## src/rtl/ram_seq_ctrl_pkg.sv

```systemverilog
// Shared widths, RAM geometry and sequencer state encoding for ram_seq_ctrl.
package ram_seq_ctrl_pkg;
    localparam int DEF_DATA_W  = 8;
    localparam int DEF_ADDR_W  = 8;
    localparam int ADDR_LENGHT = (1 << DEF_ADDR_W) - 1;
    localparam int DEPTH       = ADDR_LENGHT + 1;

    typedef logic [DEF_DATA_W-1:0] word_lenght_t;
    typedef logic [DEF_ADDR_W-1:0] ADDR_lenght_t;
    typedef logic [1:0]            buf_cnt_t;

    typedef enum logic [1:0] {IDLE, LOAD, READ, FINISH} seq_state_t;
endpackage

```

## src/rtl/ram_seq_ctrl_out_buf.sv

```systemverilog
// Two-entry output FIFO that absorbs RAM read latency; push and pop may coincide.
module seq_out_buf
    import ram_seq_ctrl_pkg::*;
#(
    parameter int DATA_W = DEF_DATA_W
) (
    input  logic              clk,
    input  logic              rst,
    input  logic              push,
    input  logic [DATA_W-1:0] push_data,
    input  logic              pop,
    output logic [DATA_W-1:0] head,
    output buf_cnt_t          count
);
    logic [DATA_W-1:0] mem [2];
    logic              wr_ptr;
    logic              rd_ptr;

    always_ff @(posedge clk) begin
        if (!rst) begin
            mem[0] <= '0;
            mem[1] <= '0;
            wr_ptr <= 1'b0;
            rd_ptr <= 1'b0;
            count  <= '0;
        end else begin
            if (push) begin
                mem[wr_ptr] <= push_data;
                wr_ptr      <= ~wr_ptr;
            end
            if (pop)
                rd_ptr <= ~rd_ptr;
            count <= count + buf_cnt_t'(push) - buf_cnt_t'(pop);
        end
    end

    assign head = mem[rd_ptr];
endmodule

```

## src/rtl/ram_seq_ctrl.sv

```systemverilog
// Sequencer owning the DC RAM port: streams words in (LOAD) or out (READ)
// over addresses 0..N-1 at one word per cycle.
module ram_seq_ctrl
    import ram_seq_ctrl_pkg::*;
#(
    parameter int DATA_W = DEF_DATA_W,
    parameter int ADDR_W = DEF_ADDR_W
) (
    input  logic              clk,
    input  logic              rst,
    input  logic              load_start,
    input  logic              read_start,
    input  logic [ADDR_W:0]   len,
    input  logic [DATA_W-1:0] in_data,
    input  logic              in_valid,
    output logic              in_ready,
    output logic [DATA_W-1:0] out_data,
    output logic              out_valid,
    input  logic              out_ready,
    output logic              busy,
    output logic              done,
    output logic [ADDR_W-1:0] ram_addr,
    output logic              ram_we,
    output logic              ram_re,
    output logic [DATA_W-1:0] ram_wdata,
    input  logic [DATA_W-1:0] ram_rdata
);
    localparam logic [ADDR_W:0] DEPTH_V = {1'b1, {ADDR_W{1'b0}}};

    seq_state_t        state;
    logic [ADDR_W:0]   wcnt, rcnt, len_q, len_c;
    logic              inflight;
    logic              wr_fire, rd_fire, pop;
    logic [2:0]        occ;
    buf_cnt_t          buf_count;
    logic [DATA_W-1:0] buf_head;

    always_comb begin
        len_c     = (len > DEPTH_V) ? DEPTH_V : len;
        wr_fire   = (state == LOAD) && in_valid && in_ready;
        pop       = out_valid && out_ready;
        // Occupancy after this cycle's pop; the word in flight already owns a slot.
        occ       = 3'(buf_count) + 3'(inflight) - 3'(pop);
        rd_fire   = (state == READ) && (rcnt < len_q) && (occ < 3'd2);
        ram_we    = wr_fire;
        ram_re    = rd_fire;
        ram_addr  = wr_fire ? wcnt[ADDR_W-1:0] : (rd_fire ? rcnt[ADDR_W-1:0] : '0);
        ram_wdata = wr_fire ? in_data : '0;
    end

    assign out_valid = (buf_count != '0);
    assign out_data  = out_valid ? buf_head : '0;

    seq_out_buf #(.DATA_W(DATA_W)) u_buf (
        .clk       (clk),
        .rst       (rst),
        .push      (inflight),
        .push_data (ram_rdata),
        .pop       (pop),
        .head      (buf_head),
        .count     (buf_count)
    );

    always_ff @(posedge clk) begin
        if (!rst) begin
            state    <= IDLE;
            wcnt     <= '0;
            rcnt     <= '0;
            len_q    <= '0;
            inflight <= 1'b0;
            busy     <= 1'b0;
            done     <= 1'b0;
            in_ready <= 1'b0;
        end else begin
            inflight <= rd_fire;
            done     <= 1'b0;
            case (state)
                IDLE: if (load_start || read_start) begin
                    len_q <= len_c;
                    wcnt  <= '0;
                    rcnt  <= '0;
                    busy  <= 1'b1;
                    if (len_c == '0) begin
                        state <= FINISH;
                        done  <= 1'b1;
                    end else if (load_start) begin
                        state    <= LOAD;
                        in_ready <= 1'b1;
                    end else begin
                        state <= READ;
                    end
                end
                LOAD: if (wr_fire) begin
                    wcnt <= wcnt + 1'b1;
                    if (wcnt + 1'b1 == len_q) begin
                        state    <= FINISH;
                        in_ready <= 1'b0;
                        done     <= 1'b1;
                    end
                end
                READ: begin
                    if (rd_fire)
                        rcnt <= rcnt + 1'b1;
                    if (rcnt == len_q && !inflight && buf_count == '0) begin
                        state <= FINISH;
                        done  <= 1'b1;
                    end
                end
                FINISH: begin
                    state <= IDLE;
                    busy  <= 1'b0;
                end
                default: state <= IDLE;
            endcase
        end
    end
endmodule

```

## config.mk

```make
export PLATFORM = sky130hd
export DESIGN_NAME = ram_seq_ctrl
export DESIGN_NICKNAME = d
export VERILOG_FILES = /design/src/rtl/ram_seq_ctrl_pkg.sv /design/src/rtl/ram_seq_ctrl_out_buf.sv /design/src/rtl/ram_seq_ctrl.sv
export SDC_FILE = /design/constraint.sdc
export NUM_CORES = 1
export LEC_CHECK = 0
export CAP_MARGIN = 20
export CORE_MARGIN = 2
export CORE_UTILIZATION = 40
export CTS_CLUSTER_SIZE = 20
export DETAILED_ROUTE_END_ITERATION = 8
export PLACE_DENSITY = 0.66
export SLEW_MARGIN = 10
export SYNTH_ARGS = -nofsm -noshare
export SYNTH_HDL_FRONTEND = slang
export SYNTH_SLANG_ARGS = --single-unit
```

## constraint.sdc

```tcl
create_clock -name clk -period 3.2 [get_ports clk]
set_input_delay 0.64 -clock clk [delete_from_list [all_inputs] [get_ports clk]]
set_output_delay 0.64 -clock clk [all_outputs]
set_load 0.01 [all_outputs]
```

* Word-level counts from Yosys, hierarchy flattened
Memories as Yosys holds them, arrays and structs flattened. A register that Yosys moved wholly into a read port is not among the register bits.
Cells that the tools add are included.
W data, S select, Z words.
** Operators by class
- Equality and inequality tests :: 12
- Bitwise operators :: 2
- Add/subtract/negate cells :: 6
- Reductions and logical operators :: 23
- Multipliers :: 0
- Shift operators :: 0
- Div/mod/pow operators :: 0
- $lt $le $gt $ge :: 3
- Mux-type cells :: 40
** Operator list (number)
- $mux W8 :: 5
- $mux W9 :: 4
- $pmux W9 S2 :: 2
- $mux W1 :: 19
- $add A9 B1 Y9 const B :: 2
- $eq A9 B9 Y1 :: 2
- $mux W2 :: 6
- $ne A2 B2 Y1 const B :: 5
- $gt A9 B9 Y1 const B :: 1
- $logic_not A9 Y1 :: 1
- $lt A9 B9 Y1 :: 1
- $pmux W2 S4 :: 1
- $reduce_bool A2 Y1 :: 4
- $reduce_or A8 Y1 :: 1
- $logic_and A1 B1 Y1 :: 7
- $reduce_and A3 Y1 :: 2
- $reduce_and A6 Y1 :: 1
- $eq A2 B2 Y1 const B :: 2
- $logic_not A2 Y1 :: 2
- $ne A2 B1 Y1 const B :: 2
- $pmux W1 S2 :: 2
- $reduce_and A2 Y1 :: 2
- $reduce_and A4 Y1 :: 1
- $add A2 B1 Y3 :: 1
- other kinds (9) :: 10
** Word-level totals
- Bits in writable memories :: 16
- Output and inout bits :: 30
- Logic and storage cells :: 98
- Input port bits :: 31
- Memories kept :: 1
- Bits in registers :: 37
- Memory bits (read-only) :: 0
- Bits in latches :: 0
** Memories
- u_buf.mem :: words 2, bits a word 8, read ports 1, clocked after memory_dff 1, write ports 2, RTL line ram_seq_ctrl_out_buf.sv:15 : logic [DATA_W-1:0] mem [2];

* Logic depth before layout (Yosys ltp)
- Depth after elaboration :: 7
- Mapped depth :: 12
- Gate-level depth less buffers :: 12

* By module
Synthesis repeated with hierarchy kept, for this count alone.
** Unflattened totals
- Cells, all modules :: 401
- Area total of the unflattened synthesis :: 3379.5 um^2
** Modules (own cells, without submodules)
- ram_seq_ctrl :: times used 1, cells each 329, area an instance 2481.1 um^2, sequential area each 660.6 um^2
- seq_out_buf :: times used 1, cells each 72, area an instance 898.4 um^2, sequential area each 580.6 um^2

* Worst setup path after synthesis
No wires, ideal clock.
- Path type :: input to output
- Start :: input out_ready
- End :: output ram_addr[0]
- Stages on the path :: 10
- Setup slack :: -0.205 ns
- Arrival :: 2.765 ns
- Path buffers :: 1
- Cells stage by stage :: and2_1 -> ha_1 -> inv_1 -> ha_1 -> fa_1 -> nor3b_1 -> and3_1 -> nand2_1 -> clkbuf_1 -> o31ai_1
** Between the ends
- Word-level cells in the longest chain between the ends :: 6
** Ends and longest elaborated chain
- from (decl) :: RTL line ram_seq_ctrl.sv:19 : input logic out_ready,
- $logic_and A1 B1 Y1 :: RTL line ram_seq_ctrl.sv:41 : pop = out_valid && out_ready;
- $sub A3 B1 Y3 :: RTL line ram_seq_ctrl.sv:43 : occ = 3'(buf_count) + 3'(inflight) - 3'(pop);
- named net occ[1] :: RTL line ram_seq_ctrl.sv:34 : logic [2:0] occ;
- $lt A3 B2 Y1 :: RTL line ram_seq_ctrl.sv:44 : rd_fire = (state == READ) && (rcnt < len_q) && (occ < 3'd2);
- $logic_and A1 B1 Y1 :: RTL line ram_seq_ctrl.sv:44
- $mux W8 (2 in series) :: RTL line ram_seq_ctrl.sv:47 : ram_addr = wr_fire ? wcnt[ADDR_W-1:0] : (rd_fire ? rcnt[ADDR_W-1:0] : '0);
- to (decl) :: RTL line ram_seq_ctrl.sv:22 : output logic [ADDR_W-1:0] ram_addr,
The timed path passes the listed nets, and every way through them passes these cells.

* Final worst setup path
- Start :: register u_buf.count[1]
- End :: output ram_addr[6]
** Between the ends
- Word-level cells in the longest chain between the ends :: 7
** Ends and longest elaborated chain
- from (decl) :: RTL line ram_seq_ctrl_out_buf.sv:13 : output buf_cnt_t count
- from (signal assigned) :: RTL line ram_seq_ctrl_out_buf.sv:33 : count <= count + buf_cnt_t'(push) - buf_cnt_t'(pop);
- $reduce_bool A2 Y1 :: RTL line ram_seq_ctrl.sv:51 : assign out_valid = (buf_count != '0);
- $logic_and A1 B1 Y1 :: RTL line ram_seq_ctrl.sv:41
- named net pop :: RTL line ram_seq_ctrl.sv:33 : logic wr_fire, rd_fire, pop;
- $sub A3 B1 Y3 :: RTL line ram_seq_ctrl.sv:43
- named net occ[1] :: RTL line ram_seq_ctrl.sv:34
- $lt A3 B2 Y1 :: RTL line ram_seq_ctrl.sv:44
- $logic_and A1 B1 Y1 :: RTL line ram_seq_ctrl.sv:44
- $mux W8 (2 in series) :: RTL line ram_seq_ctrl.sv:47
The timed path passes the listed nets, and every way through them passes these cells.

==> results.md <==
* First-pass GRT wire length at between 15 and 20 mm
* Met2 GRT Util at between 30% and 40%
* Min-Delay Endpoint: busy
* Period utilization at 107%
* Distinct cells, synth at slightly above 60
* Drt pass-1 iters at 4
* Final setup viols at 9
* Clock Root Buffer: clkbuf_8
* Sequential fraction of the synthesis area at between 30% and 40%
* Number of flops mapped to enable cells by yosys at 16
* Final number of hold-violating endpoints at 0
* Multi-input logic area at about 2100 µm²
* Most numerous cell in the Yosys netlist: dfxtp_1
* Crit path max fanout at 7
* Boundary Pins at 61
* Max H-tree Level at 2
* Gp weighted congestion at ~0.87
* Share of the synthesized area in the top cell type at 22.3%
* FF+latch count, synth at 54
* Status: finished, violations left
* # DRC at 0
* Grt ovf at 0
* Reg2Reg Setup Slack at around 0.20 ns
* Vias at 3210
* Max cap viols at 0
* Antenna diodes at 0
* Total track usage at 21.0%
* Antenna violations before repair at 0
* CTS tree: built
* Pin count of the biggest net entering global routing at 24
* Busiest grt layer: met2
* Register Area at around 1200 µm²
* Fin. max-slew vios at 0
* Required @ worst endpoint at about 2.6 ns
* Pleak at ~1.7 nW
* Die Wd at about 96 µm
* Clk Latency, worst-skew pair at 0.31 ns
* Relative max-transition margin at between 40 and 50%
* Maximum vdd drop at 0.000250 V
* HPWL after detailed placement at 6.96 mm
* Fin area at between 4000 and 5000 µm²
* Placed Area at 4330 µm²
* Critical path class: flip-flop to primary output
* Hold Crit Class: flip-flop to flip-flop
* Largest area contributor in the netlist: dfxtp_1
* Site Rows at 33
* Syn nets at ~440
* Post-route ant nets at 0
* RR Startpoint: u_buf.count[1]
* Slew of the pin with the lowest slew margin at about 0.80 ns
* Combinational share of power at about half
* Clk slew on worst S/H paths at about 0.1 ns
* CP arrival at roughly 2.8 ns
* Pwr Density at ~580 nW/µm²
* Clk network pwr share at between 10% and 20%
* Synth warn at 0
* Cell Count, Final, Fillers Out at slightly below 600
* Vias in the first global route at ~3200
* Worst-path cell with the longest stage delay: fa_1
* Sequential power share at ~34%
* Internal power at around 0.0016 W
* Placed Cells at between 500 and 600
* Die Area at 9300 µm²
* Met3 global-route usage at under 10%
* Die height at about 96 µm
* Num CTS Buffers at 5
* P_sw at between 0.0009 and 0.001 W
* Failing checks: setup timing
* Sw frac at between 30% and 40%
* Crit. End Element: primary output
* Unrepaired setup endpoints after global routing: true
* 1st-iter DRT viols at ~190
* CP startpoint kind: flip-flop
* Synth async-reset ratio at 0%
* Core Box Area at 8260 µm²
* Hold_buf cts at 0
* Mapped Avg Cell Area at between 8 and 9 µm²
* Fin crit period at approximately 3.4 ns
* WHS Path Cells at 2
* Starting Density at between 40% and 50%
* Vias per inst at ~5.5
* # clock sinks at between 50 and 60
* Worst R2R Path Depth at 14
* Max stage delay on crit path at around 0.47 ns
* Top cells by area, synth: dfxtp_1 22%, edfxtp_1 14%, ha_1 6.2%
* DRT Wirelength at between 9 and 10 mm
* # nets final at approximately 530
* Hold_ws at roughly 0.48 ns
* Worst-path cell chain: nor2_4, inv_2, and2_4, ha_4, inv_2, ha_4, fa_1, nor3b_2, and3_4, nand2_8, buf_12, o21ai_2, buf_2
* Post-Syn Instances at roughly 390
* Maximum clock frequency at slightly below 300 MHz
* Fillers at slightly below 800
* FF-to-FF End: rcnt[4]
* Setup ws final at -0.236 ns
* Synth Flop Type: dfxtp_1
* Clk buf depth at 2
* GR Util met1 at 26.7%
* Layout cells sized above 1 at about 18%
* Hold path startpoint: busy
* Port Buffers at 60
* Mapped Area at between 3000 and 4000 µm²
* Synth cell count leaders: 38 x dfxtp_1, 35 x nor2_1, 32 x nand2_1
* Wire per inst at 15.6 µm
* Clock Skew at ~0.0091 ns
* Pre-CTS setup slack at -1.04 ns
* Area delta synth->final at 31.0%
repair_timing:
action | CTS | global route
endpoints found under the setup margin | 9 | 9
hold endpoints to repair | 0 | 0
pin swaps | 13 | 1
cloned | 0 | 0
gates resized for setup | 50 | 0
buffers inserted | 5 | 2
worst max path at each step:
stage | start | end | slack [ns] | depth (start not counted)
after floorplan | out_ready | ram_addr[0] | -0.009 | 10
after global placement | out_ready | ram_addr[0] | -0.98 | 11
after detailed placement | out_ready | ram_addr[4] | -1.04 | 12
after CTS | u_buf.count[1] | ram_addr[4] | -0.25 | 13
after global routing | u_buf.count[1] | ram_addr[6] | -0.36 | 13
final | u_buf.count[1] | ram_addr[6] | -0.24 | 13
worst max-delay path: cells and delay by family, from the launching register on:
| kind | cells | cell delay (ns) |
|---|---|---|
| flip-flops | 1 | 0.35 |
| AO/OA/AOI/OAI | 1 | 0.12 |
| adder cells (fa/ha/maj) | 3 | 0.86 |
| buffers and inverters | 4 | 0.36 |
| AND/OR/NAND/NOR | 5 | 0.79 |
kinds of logic after synthesis:
| kind of cell | count (synthesis) | share of synthesized area, % |
|---|---|---|
| adders and majority gates | 18 | 6.81 |
| xor gates and xnor gates | 16 | 4.10 |
| buffers and inverters | 44 | 6.15 |
| DFF | 54 | 36.3 |
| and+or+nand+nor | 167 | 27.3 |
| muxes | 10 | 2.97 |
| AOI/OAI and AO/OA | 83 | 16.3 |
stage by stage:
| step | util, % | total power [W] | TNS [ns] |
|---|---|---|---|
| 5_1_grt | 54.2 | 0.00275 | -3.04 |
| 3_3_place_gp | 52.4 | 0.00200 | -9.21 |
| 3_5_place_dp | 52.4 | 0.00203 | -9.75 |
| 4_1_cts | 54.0 | 0.00257 | -2.01 |
| 6_report | 54.2 | 0.00258 | -1.82 |
| 2_1_floorplan | - | 0.00157 | -0.00904 |
power by group through the flow:
stage / clock (W) / combinational (W) / sequential [W]
2_1_floorplan: 0 / 0.000711 / 0.000862
3_3_place_gp: 0 / 0.00112 / 0.000881
3_5_place_dp: 0 / 0.00114 / 0.000886
4_1_cts: 0.000481 / 0.00122 / 0.000873
5_1_grt: 0.000502 / 0.00137 / 0.000881
6_report: 0.000468 / 0.00124 / 0.000872
layout by cell type, fill, tap and decap left out, types with 11 or more instances in the layout:
cell type,count
ha_1,15
dfxtp_1,36
edfxtp_1,16
nor2_1,35
a21oi_1,23
buf_4,35
o31ai_1,11
inv_1,22
nand3_1,14
clkdlybuf4s50_1,50
and2_1,29
nand2_1,31
registers in the layout (all words and copies together) (netlist names), named ones only:
name and flops:
busy 1, done 1, in_ready 1, inflight 1, len_q 9, rcnt 9, state 2, u_buf.count 2
u_buf.mem 16, u_buf.rd_ptr 1, u_buf.wr_ptr 1, wcnt 9
metal layers:
metal | part of all wire (%) | up-vias
met5 | 0 | -
met4 | 2.6 | 0
met3 | 4.9 | 23
met2 | 47 | 123
met1 | 45 | 1492
li1 | - | 1572
layout make-up:
| type | instances | area share (%) |
|---|---|---|
| clock buffers | 6 | 1.62 |
| clock inverters | 2 | 0.838 |
| inverters | 26 | 2.18 |
| multi-input cells | 294 | 46.0 |
| flip-flops and latches | 54 | 27.8 |
| well taps | 105 | 2.93 |
| repair buffers | 96 | 18.6 |
No activity file was read; power rests on OpenSTA's default activity.
